`config.mk`:
```
export PLATFORM = sky130hd
export DESIGN_NAME = vga_scan_gen_flat
export DESIGN_NICKNAME = d
export VERILOG_FILES = /design/src/rtl/vga_pkg.sv /design/src/rtl/vga_scan_gen_if.sv /design/src/rtl/vga_axis_counter.sv /design/src/rtl/vga_scan_gen.sv /design/src/flat_wrapper.sv
export SDC_FILE = /design/constraint.sdc
export NUM_CORES = 1
export LEC_CHECK = 0
export CAP_MARGIN = 25
export CORE_UTILIZATION = 30
export DETAILED_ROUTE_END_ITERATION = 10
export PLACE_DENSITY_LB_ADDON = 0.15
export SYNTH_ARGS = -nofsm -noshare
export SYNTH_HDL_FRONTEND = slang
export SYNTH_SLANG_ARGS = --single-unit
```
`constraint.sdc`:
```
create_clock -name vga_clk -period 3.2 [get_ports vga_clk]
set_input_delay 0.64 -clock vga_clk [delete_from_list [all_inputs] [get_ports vga_clk]]
set_output_delay 0.64 -clock vga_clk [all_outputs]
set_load 0.1 [all_outputs]
```
`src/rtl/vga_pkg.sv`:
```
// rtl/vga_pkg.sv - shared 640x480@60 VGA timing constants
// Purpose: timing constants shared by the scan generator and the sprite/text drawers.
// Ports: none (package).
package vga_pkg;

    localparam int unsigned H_VISIBLE = 640;
    localparam int unsigned H_FP      = 16;
    localparam int unsigned H_SYNC    = 96;
    localparam int unsigned H_BP      = 48;
    localparam int unsigned H_TOTAL   = 800;

    localparam int unsigned V_VISIBLE = 480;
    localparam int unsigned V_FP      = 10;
    localparam int unsigned V_SYNC    = 2;
    localparam int unsigned V_BP      = 33;
    localparam int unsigned V_TOTAL   = 525;

    localparam int unsigned CNT_W = 10;

    // Inclusive counter windows, pre-sized to the counter width.
    localparam logic [CNT_W-1:0] H_VIS_LAST   = CNT_W'(H_VISIBLE - 1);
    localparam logic [CNT_W-1:0] H_SYNC_FIRST = CNT_W'(H_VISIBLE + H_FP);
    localparam logic [CNT_W-1:0] H_SYNC_LAST  = CNT_W'(H_VISIBLE + H_FP + H_SYNC - 1);
    localparam logic [CNT_W-1:0] V_VIS_LAST   = CNT_W'(V_VISIBLE - 1);
    localparam logic [CNT_W-1:0] V_SYNC_FIRST = CNT_W'(V_VISIBLE + V_FP);
    localparam logic [CNT_W-1:0] V_SYNC_LAST  = CNT_W'(V_VISIBLE + V_FP + V_SYNC - 1);

    function automatic logic in_window(input logic [CNT_W-1:0] v,
                                       input logic [CNT_W-1:0] lo,
                                       input logic [CNT_W-1:0] hi);
        return (v >= lo) && (v <= hi);
    endfunction

endpackage

```
`src/rtl/vga_scan_gen_if.sv`:
```
// rtl/vga_scan_gen_if.sv - scan position and sync bundle
// Purpose: groups the scan generator outputs for pixel drawers.
// Signals: DrawX/DrawY position, hs/vs sync, blank display-enable,
//          frame_start pulse, frame_count.
interface vga_scan_gen_if;
    import vga_pkg::*;

    logic [CNT_W-1:0] DrawX;
    logic [CNT_W-1:0] DrawY;
    logic             hs;
    logic             vs;
    logic             blank;
    logic             frame_start;
    logic [7:0]       frame_count;

    modport master (output DrawX, DrawY, hs, vs, blank, frame_start, frame_count);
    modport slave  (input  DrawX, DrawY, hs, vs, blank, frame_start, frame_count);
endinterface

```
`src/rtl/vga_axis_counter.sv`:
```
// rtl/vga_axis_counter.sv - terminal-count counter with wrap output
// Purpose: one scan axis; counts 0..TOTAL-1 while en_i is high.
// Ports: clk, rst (async active-high), en_i advance enable,
//        cnt_o current count, nxt_o next-state count, wrap_o high when
//        this edge takes the count from TOTAL-1 back to 0.
module vga_axis_counter
    import vga_pkg::*;
#(
    parameter int unsigned TOTAL = H_TOTAL
) (
    input  logic             clk,
    input  logic             rst,
    input  logic             en_i,
    output logic [CNT_W-1:0] cnt_o,
    output logic [CNT_W-1:0] nxt_o,
    output logic             wrap_o
);

    localparam logic [CNT_W-1:0] LAST = CNT_W'(TOTAL - 1);

    logic [CNT_W-1:0] cnt_q, cnt_d;
    logic             wrap;

    always_comb begin
        wrap  = en_i && (cnt_q == LAST);
        cnt_d = cnt_q;
        if (en_i) begin
            cnt_d = wrap ? '0 : cnt_q + CNT_W'(1);
        end
    end

    always_ff @(posedge clk or posedge rst) begin
        if (rst) begin
            cnt_q <= '0;
        end else begin
            cnt_q <= cnt_d;
        end
    end

    assign cnt_o  = cnt_q;
    assign nxt_o  = cnt_d;
    assign wrap_o = wrap;

endmodule

```
`src/rtl/vga_scan_gen.sv`:
```
// rtl/vga_scan_gen.sv - 640x480 VGA scan position and sync generator
// Purpose: pixel/line counters plus registered sync, blank and frame markers.
// Ports: vga_clk pixel clock, Reset async active-high,
//        vga (master) DrawX/DrawY/hs/vs/blank/frame_start/frame_count.
module vga_scan_gen
    import vga_pkg::*;
#(
    parameter bit SYNC_POL = 1'b0
) (
    input  logic            vga_clk,
    input  logic            Reset,
    vga_scan_gen_if.master  vga
);

    logic [CNT_W-1:0] h_cnt, h_nxt, v_cnt, v_nxt;
    logic             h_wrap, v_wrap;

    logic       hs_q, hs_d;
    logic       vs_q, vs_d;
    logic       blank_q, blank_d;
    logic       fs_q, fs_d;
    logic [7:0] frame_cnt_q, frame_cnt_d;

    vga_axis_counter #(.TOTAL(H_TOTAL)) u_hcnt (
        .clk    (vga_clk),
        .rst    (Reset),
        .en_i   (1'b1),
        .cnt_o  (h_cnt),
        .nxt_o  (h_nxt),
        .wrap_o (h_wrap)
    );

    // Lines only advance on the pixel wrap, so the vertical wrap already
    // implies the (799,524) -> (0,0) frame boundary.
    vga_axis_counter #(.TOTAL(V_TOTAL)) u_vcnt (
        .clk    (vga_clk),
        .rst    (Reset),
        .en_i   (h_wrap),
        .cnt_o  (v_cnt),
        .nxt_o  (v_nxt),
        .wrap_o (v_wrap)
    );

    // Decoded from next-state counts so the registered flags land on the
    // same edge as the counters they describe.
    always_comb begin
        hs_d        = in_window(h_nxt, H_SYNC_FIRST, H_SYNC_LAST) ? SYNC_POL : ~SYNC_POL;
        vs_d        = in_window(v_nxt, V_SYNC_FIRST, V_SYNC_LAST) ? SYNC_POL : ~SYNC_POL;
        blank_d     = (h_nxt <= H_VIS_LAST) && (v_nxt <= V_VIS_LAST);
        fs_d        = v_wrap;
        frame_cnt_d = frame_cnt_q + {7'd0, fs_d};
    end

    always_ff @(posedge vga_clk or posedge Reset) begin
        if (Reset) begin
            hs_q        <= ~SYNC_POL;
            vs_q        <= ~SYNC_POL;
            blank_q     <= 1'b1;
            fs_q        <= 1'b0;
            frame_cnt_q <= '0;
        end else begin
            hs_q        <= hs_d;
            vs_q        <= vs_d;
            blank_q     <= blank_d;
            fs_q        <= fs_d;
            frame_cnt_q <= frame_cnt_d;
        end
    end

    assign vga.DrawX       = h_cnt;
    assign vga.DrawY       = v_cnt;
    assign vga.hs          = hs_q;
    assign vga.vs          = vs_q;
    assign vga.blank       = blank_q;
    assign vga.frame_start = fs_q;
    assign vga.frame_count = frame_cnt_q;

endmodule

```
`src/flat_wrapper.sv`:
```
// flat-port wrapper written by rule: the top's interface ports become plain ports
module vga_scan_gen_flat import vga_pkg::*;
#(
    parameter bit SYNC_POL = 1'b0
)
  (vga_clk, Reset, vga_DrawX, vga_DrawY, vga_hs, vga_vs, vga_blank, vga_frame_start, vga_frame_count);
  vga_scan_gen_if vga_i ();
  input  logic vga_clk;
  input  logic Reset;
  output wire logic [$bits(vga_i.DrawX)-1:0] vga_DrawX;
  output wire logic [$bits(vga_i.DrawY)-1:0] vga_DrawY;
  output wire logic [$bits(vga_i.hs)-1:0] vga_hs;
  output wire logic [$bits(vga_i.vs)-1:0] vga_vs;
  output wire logic [$bits(vga_i.blank)-1:0] vga_blank;
  output wire logic [$bits(vga_i.frame_start)-1:0] vga_frame_start;
  output wire logic [$bits(vga_i.frame_count)-1:0] vga_frame_count;
  assign vga_DrawX = vga_i.DrawX;
  assign vga_DrawY = vga_i.DrawY;
  assign vga_hs = vga_i.hs;
  assign vga_vs = vga_i.vs;
  assign vga_blank = vga_i.blank;
  assign vga_frame_start = vga_i.frame_start;
  assign vga_frame_count = vga_i.frame_count;
  vga_scan_gen #(.SYNC_POL(SYNC_POL)) u_core (.vga_clk(vga_clk), .Reset(Reset), .vga(vga_i));
endmodule
```
==> results.cfg, run 1 <==
[layout]
drive_above_1_share_pct = 27.4
final_common_cell = buf_4
instances_no_fill = 260
antenna_cells = 0
layout_common_cells = buf_4 (34), dfrtp_1 (29), nand3_1 (13), xnor2_1 (13)
syn_to_final_growth_pct = 27.3
stdcell_area_sq_um = 2080
fin_util_pct = 40.1
final_nets = 197

[clock_network]
clk_pin_slew_ps = 70
cts_setup_buffers = 0
worstSkewPairLatency_ps = 280
cts_root_buf = clkbuf_8
cts_tree = yes
holdBufCountCts = 0
clockBufferDepth = 2
cts_buffers = 5
cts_resized = 0
clock-sinks = 32
cts_htree_levels = 2

[setup_path]
crit_chain = inv_1 > ha_1 > nand4_1 > or4_4 > nor2_4 > ha_1 > ha_1 > and3_1 > nand3_1 > xnor2_1
crit_type = flop to flop
worstSetupEndpointType = flop
r2r_cells = 10
crit_arrival_ps = 2590
crit_fanout = 8
worst_ep_required_time_ps = 3370
startpoint_type = flop
crit_top_cell = ha_1
slowest_delay_ps = 530
slowest_stage = or4_4

[grt]
grt_max_degree = 33
grt_antenna_before_repair = 0
grt_util_all_layers_pct = 13.2
grt_pass1_vias = 1133
grt_overflow = 0
grt_pass1_wl_mm = 5.47

[die]
row_count = 26
ioPinCount = 34
floorplan.initialDensity_pct = 31.5
die_h_um = 75.7
dieArea_sq_um = 5730
core_sq_um = 5170
chipWidth_um = 75.7

[synthesis]
yosys-top-cells-area = dfrtp_1 (45%), xnor2_1 (7.0%), dfstp_2 (4.8%), ha_1 (4.6%), xor2_1 (4.3%)
synth_area_sq_um = 1630
yosys_warnings = 0
ys_ff_latch = 32
synth_fp_nets = 159
synth_cell_types = 40
synth.largest_area_cell = dfrtp_1
synthDominantCellAreaShare_pct = 44.5
synth_area_per_cell_sq_um = 10.8
postSynthCellCount = 151
seq_area_frac_synth_pct = 49.3

[sta]
fin_setup_tns_ps = 0
finalMaxSlewViolations = 0
fin_crit_ps = 2420
setup_violations = 0
worst_slew_pin_slew_ps = 467
hold_viol = 0
timing.fmax_ghz = 0.413
fin_worst_skew_ps = 6.40
relSlewSlack_pct = 68.5
grt_setup_unrepaired = no
post-route-period-util_pct = 75.7

[route]
routed_via_density = 4.87
routed_wl_mm = 3.43
drt.antenna.violating_nets = 0
drt_iter0_drc = 92
vias = 1265
remaining_drc_errors = 0
routedWlPerCell_um = 13.2
drtPass1Iterations = 4

[power]
leakage_nw = 0.988
power_per_cell_area_nw_per_um2 = 402
max-vdd-ir-drop_v = 0.000140

[outcome]
status = completed

[placement]
place.port_buffers = 33
dp_hpwl_mm = 2.51
placed_area_sq_um = 1950
dp_cells = 252
gp_congestion = 0.795

[run]
max-cap-violations = 0

[min_path]
hold_depth = 1
min_path_type = flop to flop
==> worst max-delay path, delay by kind of cell (launching register included) <==
family                   cells  cell delay (ps)
XOR/XNOR                     1              130
flip-flops                   1              420
AND/OR/NAND/NOR              5             1100
buffers and inverters        1              130
adder cells (fa/ha/maj)      3              550
==> state kept, by name, indices dropped and copies added, names as in the netlist <==
register and count:
u_core.u_vcnt.cnt_o 10, u_core.vga.blank 1, u_core.vga.frame_start 1, u_core.vga.hs 1, u_core.u_hcnt.cnt_o 10, u_core.vga.vs 1
u_core.vga.frame_count 8
==> metal layers <==
layer  vias to the layer above  wire (um)  global-route usage, %
met4                         0         51                   5.56
met3                         4        186                   4.63
met2                        36       1620                   20.2
met1                       610       1570                   17.0
li1                        615          -                      -
met5                         -          0                      0
==> final timing paths <==
kind	slack (ps)	end	startpoint
worst max-delay path	780	u_core.vga.frame_count[6]$_DFF_PP0_	u_core.u_vcnt.cnt_o[0]$_DFF_PP0_
worst min-delay path	470	u_core.vga.frame_count[7]$_DFF_PP0_	u_core.vga.frame_count[7]$_DFF_PP0_
worst max register to register	780	u_core.vga.frame_count[6]$_DFF_PP0_	u_core.u_vcnt.cnt_o[0]$_DFF_PP0_
worst min register to register	470	u_core.vga.frame_count[7]$_DFF_PP0_	u_core.vga.frame_count[7]$_DFF_PP0_
max in group asynchronous	2120	u_core.vga.vs$_DFF_PP1_	Reset
min in group asynchronous	740	u_core.u_hcnt.cnt_o[8]$_DFF_PP0_	Reset
==> stage by stage <==
stage	worst slack (ps)	total power [mW]	hold WS [ps]
3_3_place_gp	833	0.423	466
3_5_place_dp	767	0.423	467
4_1_cts	761	0.850	478
6_report	778	0.835	468
5_1_grt	558	0.870	492
2_1_floorplan	290	0.418	754
==> kinds of logic (layout without fill, tap and decap cells) <==
family,Yosys count,after routing,share of synthesized area (%)
DFF,32,32,49.3
muxes,1,1,0.614
and+or+nand+nor,62,62,22.7
buffers and inverters,15,54,4.60
xor gates and xnor gates,21,21,11.3
adders and majority gates,6,6,4.60
AOI/OAI and AO/OA,14,14,6.83
==> synth_stat cells, drive strengths merged <==
| cell type | instances |
|---|---|
| a2111oi | 1 |
| nand4b | 1 |
| nor2 | 11 |
| o311a | 1 |
| nand3 | 13 |
| buf | 3 |
| xnor2 | 13 |
| nand4 | 7 |
| and2 | 1 |
| nand2 | 8 |
| and4bb | 1 |
| nor3 | 4 |
| o31a | 2 |
| and4b | 1 |
| dfrtp | 29 |
| nand4bb | 1 |
| a311oi | 1 |
| clkbuf | 1 |
| nor4b | 1 |
| nor2b | 1 |
| o21ai | 4 |
| and3 | 3 |
| xor2 | 8 |
| ha | 6 |
| and4 | 3 |
| a21boi | 1 |
| a211oi | 1 |
| or3 | 1 |
| or4 | 1 |
| a221oi | 1 |
| dfstp | 3 |
| mux2i | 1 |
| o311ai | 1 |
| o211ai | 1 |
| inv | 11 |
| nor4 | 4 |
==> layout make-up <==
| cell class | count | area [sq um] |
|---|---|---|
| Clock buffer | 7 | 96.3 |
| Clock inverter | 1 | 30.0 |
| Fill cell | 516 | 3100 |
| Inverter | 11 | 41.3 |
| Multi-Input combinational cell | 104 | 751 |
| Sequential cell | 32 | 805 |
| Tap cell | 70 | 87.6 |
| Timing Repair Buffer | 35 | 265 |
==> where the power goes <==
| group | switching (mW) | internal, mW |
|---|---|---|
| combinational | 0.00788 | 0.00195 |
| clock | 0.146 | 0.275 |
| sequential | 0 | 0.405 |
Note: power is estimated with default switching activity, not from simulation.
==> inputs of run 2 (changes only) <==
==> constraint.sdc (replaced) <==
create_clock -name vga_clk -period 2.5 [get_ports vga_clk]
set_input_delay 0.5 -clock vga_clk [delete_from_list [all_inputs] [get_ports vga_clk]]
set_output_delay 0.5 -clock vga_clk [all_outputs]
set_load 0.1 [all_outputs]
==> run 2 against run 1 <==
Power up 29%. Clock skew decreased by 1.1 ps. Worst hold slack better by 11 ps. Register-to-register slack got worse by 640 ps. Final area up 3.7%. Fmax rose by 2.7%. First-iteration DRC count down 25%. Utilization is 1.5 points higher. Largest cell class unchanged.
==> results.cfg, run 2 (synthesis gave the netlist of run 1 again) <==
[outcome]
status = completed

[route]
drt_iter0_drc = 69
routedWlPerCell_um = 13.8
routed_via_density = 4.86
vias = 1268
remaining_drc_errors = 0
drtPass1Iterations = 4
drt.antenna.violating_nets = 0
routed_wl_mm = 3.59

[die]
die_h_um = 75.7
row_count = 26
chipWidth_um = 75.7
floorplan.initialDensity_pct = 31.5
ioPinCount = 34
core_sq_um = 5170
dieArea_sq_um = 5730

[placement]
dp_hpwl_mm = 2.63
place.port_buffers = 33
gp_congestion = 0.852
post-place-ws_ps = 153

[min_path]
min_path_type = flop to flop
hold_depth = 1
hold_end = u_core.vga.frame_count[7]$_DFF_PP0_
min_from = u_core.vga.frame_count[7]$_DFF_PP0_

[grt]
grt_util_all_layers_pct = 14.1
grt_pass1_vias = 1221
grt_antenna_before_repair = 0
grt_overflow = 0
grt_pass1_wl_mm = 5.92
grt_max_degree = 33

[layout]
final_nets = 198
syn_to_final_growth_pct = 32.0
final_common_cell = buf_4
fillers = 506
layout_common_cells = buf_4 (35), xnor2_1 (13), nand3_1 (12), dfrtp_2 (12), dfrtp_1 (12)
antenna_cells = 0
fin_util_pct = 41.6
drive_above_1_share_pct = 39.8

[sta]
fin_setup_tns_ps = 0
setup_violations = 0
grt_setup_unrepaired = no
timing.fmax_ghz = 0.424
fin_worst_skew_ps = 5.27
worst_slew_pin_slew_ps = 436
relSlewSlack_pct = 70.6
post-route-period-util_pct = 94.4
hold_viol = 0
layout_setup_ws_ps = 141
finalMaxSlewViolations = 0
fin_crit_ps = 2360

[power]
finalPower_mw = 1.07
leakage_nw = 0.961
power_per_cell_area_nw_per_um2 = 499
max-vdd-ir-drop_v = 0.000276

[setup_path]
worst-r2r-setup-slack_ps = 140
r2r_end = u_core.vga.frame_count[6]$_DFF_PP0_
r2r_cells = 8
worst_ep_required_time_ps = 2660
startpoint_type = flop
crit_type = flop to flop
crit_arrival_ps = 2520
worstSetupEndpointType = flop
r2r-start = u_core.u_vcnt.cnt_o[7]$_DFF_PP0_
crit_fanout = 6

[clock_network]
cts_root_buf = clkbuf_8
worstSkewPairLatency_ps = 280
holdBufCountCts = 0
cts_setup_buffers = 0
clock-sinks = 32
clk_pin_slew_ps = 70
cts_tree = yes
cts_htree_levels = 2
clockBufferDepth = 2
cts_resized = 0
cts_buffers = 5

[run]
max-cap-violations = 0
==> run 2: layer usage <==
layer  vias up  GRT usage (%)  share of wire (%)
li1        613              -                  -
met1       611           18.4                 47
met2        37           21.5                 47
met3         7           3.17                4.5
met4         0           8.02                1.8
met5         -              0                  0
==> run 2: worst max-delay path by stage <==
stage,endpoint,cells past startpoint,start
finish,u_core.vga.frame_count[6]$_DFF_PP0_,8,u_core.u_vcnt.cnt_o[7]$_DFF_PP0_
global route,u_core.vga.frame_count[6]$_DFF_PP0_,8,u_core.u_vcnt.cnt_o[7]$_DFF_PP0_
CTS,u_core.vga.frame_count[6]$_DFF_PP0_,8,u_core.u_vcnt.cnt_o[7]$_DFF_PP0_
detailed placement,u_core.vga.frame_count[6]$_DFF_PP0_,8,u_core.u_vcnt.cnt_o[7]$_DFF_PP0_
global placement,u_core.vga.frame_count[6]$_DFF_PP0_,8,u_core.u_vcnt.cnt_o[7]$_DFF_PP0_
floorplan,u_core.vga.frame_count[6]$_DFF_PP0_,8,u_core.u_vcnt.cnt_o[7]$_DFF_PP0_
==> run 2: report_power, final <==
group | internal, mW | leakage, nW | total [mW] | switching, mW
logic | 0.00250 | 0.501 | 0.0128 | 0.0103
clock network | 0.352 | 0.0645 | 0.545 | 0.193
registers | 0.518 | 0.396 | 0.518 | 0
==> run 2: worst max-delay path: stages (launching register included) <==
cell	delay [ps]
dfrtp_4	500
or3_1	380
or4_4	520
nor2_4	150
ha_4	160
ha_4	130
and3_4	180
nand3_2	70
xnor2_1	130
==> run 2: area by class of cell <==
type,count,area [sq um],share of cell area [%]
Sequential cell,32,838,39.0
Multi-Input combinational cell,104,786,36.5
Timing Repair Buffer,36,273,12.7
Clock buffer,7,96.3,4.48
Tap cell,70,87.6,4.07
Inverter,11,41.3,1.92
Clock inverter,1,30.0,1.40
==> run 2: metrics by stage <==
stage | hold WS (ps) | instance area, sq um | cells
after floorplan | 613 | 1700 | 151
after global placement | 471 | 2030 | 253
after detailed placement | 469 | 2030 | 253
after CTS | 482 | 2150 | 261
after global routing | 503 | 2150 | 261
final | 479 | 2150 | 261
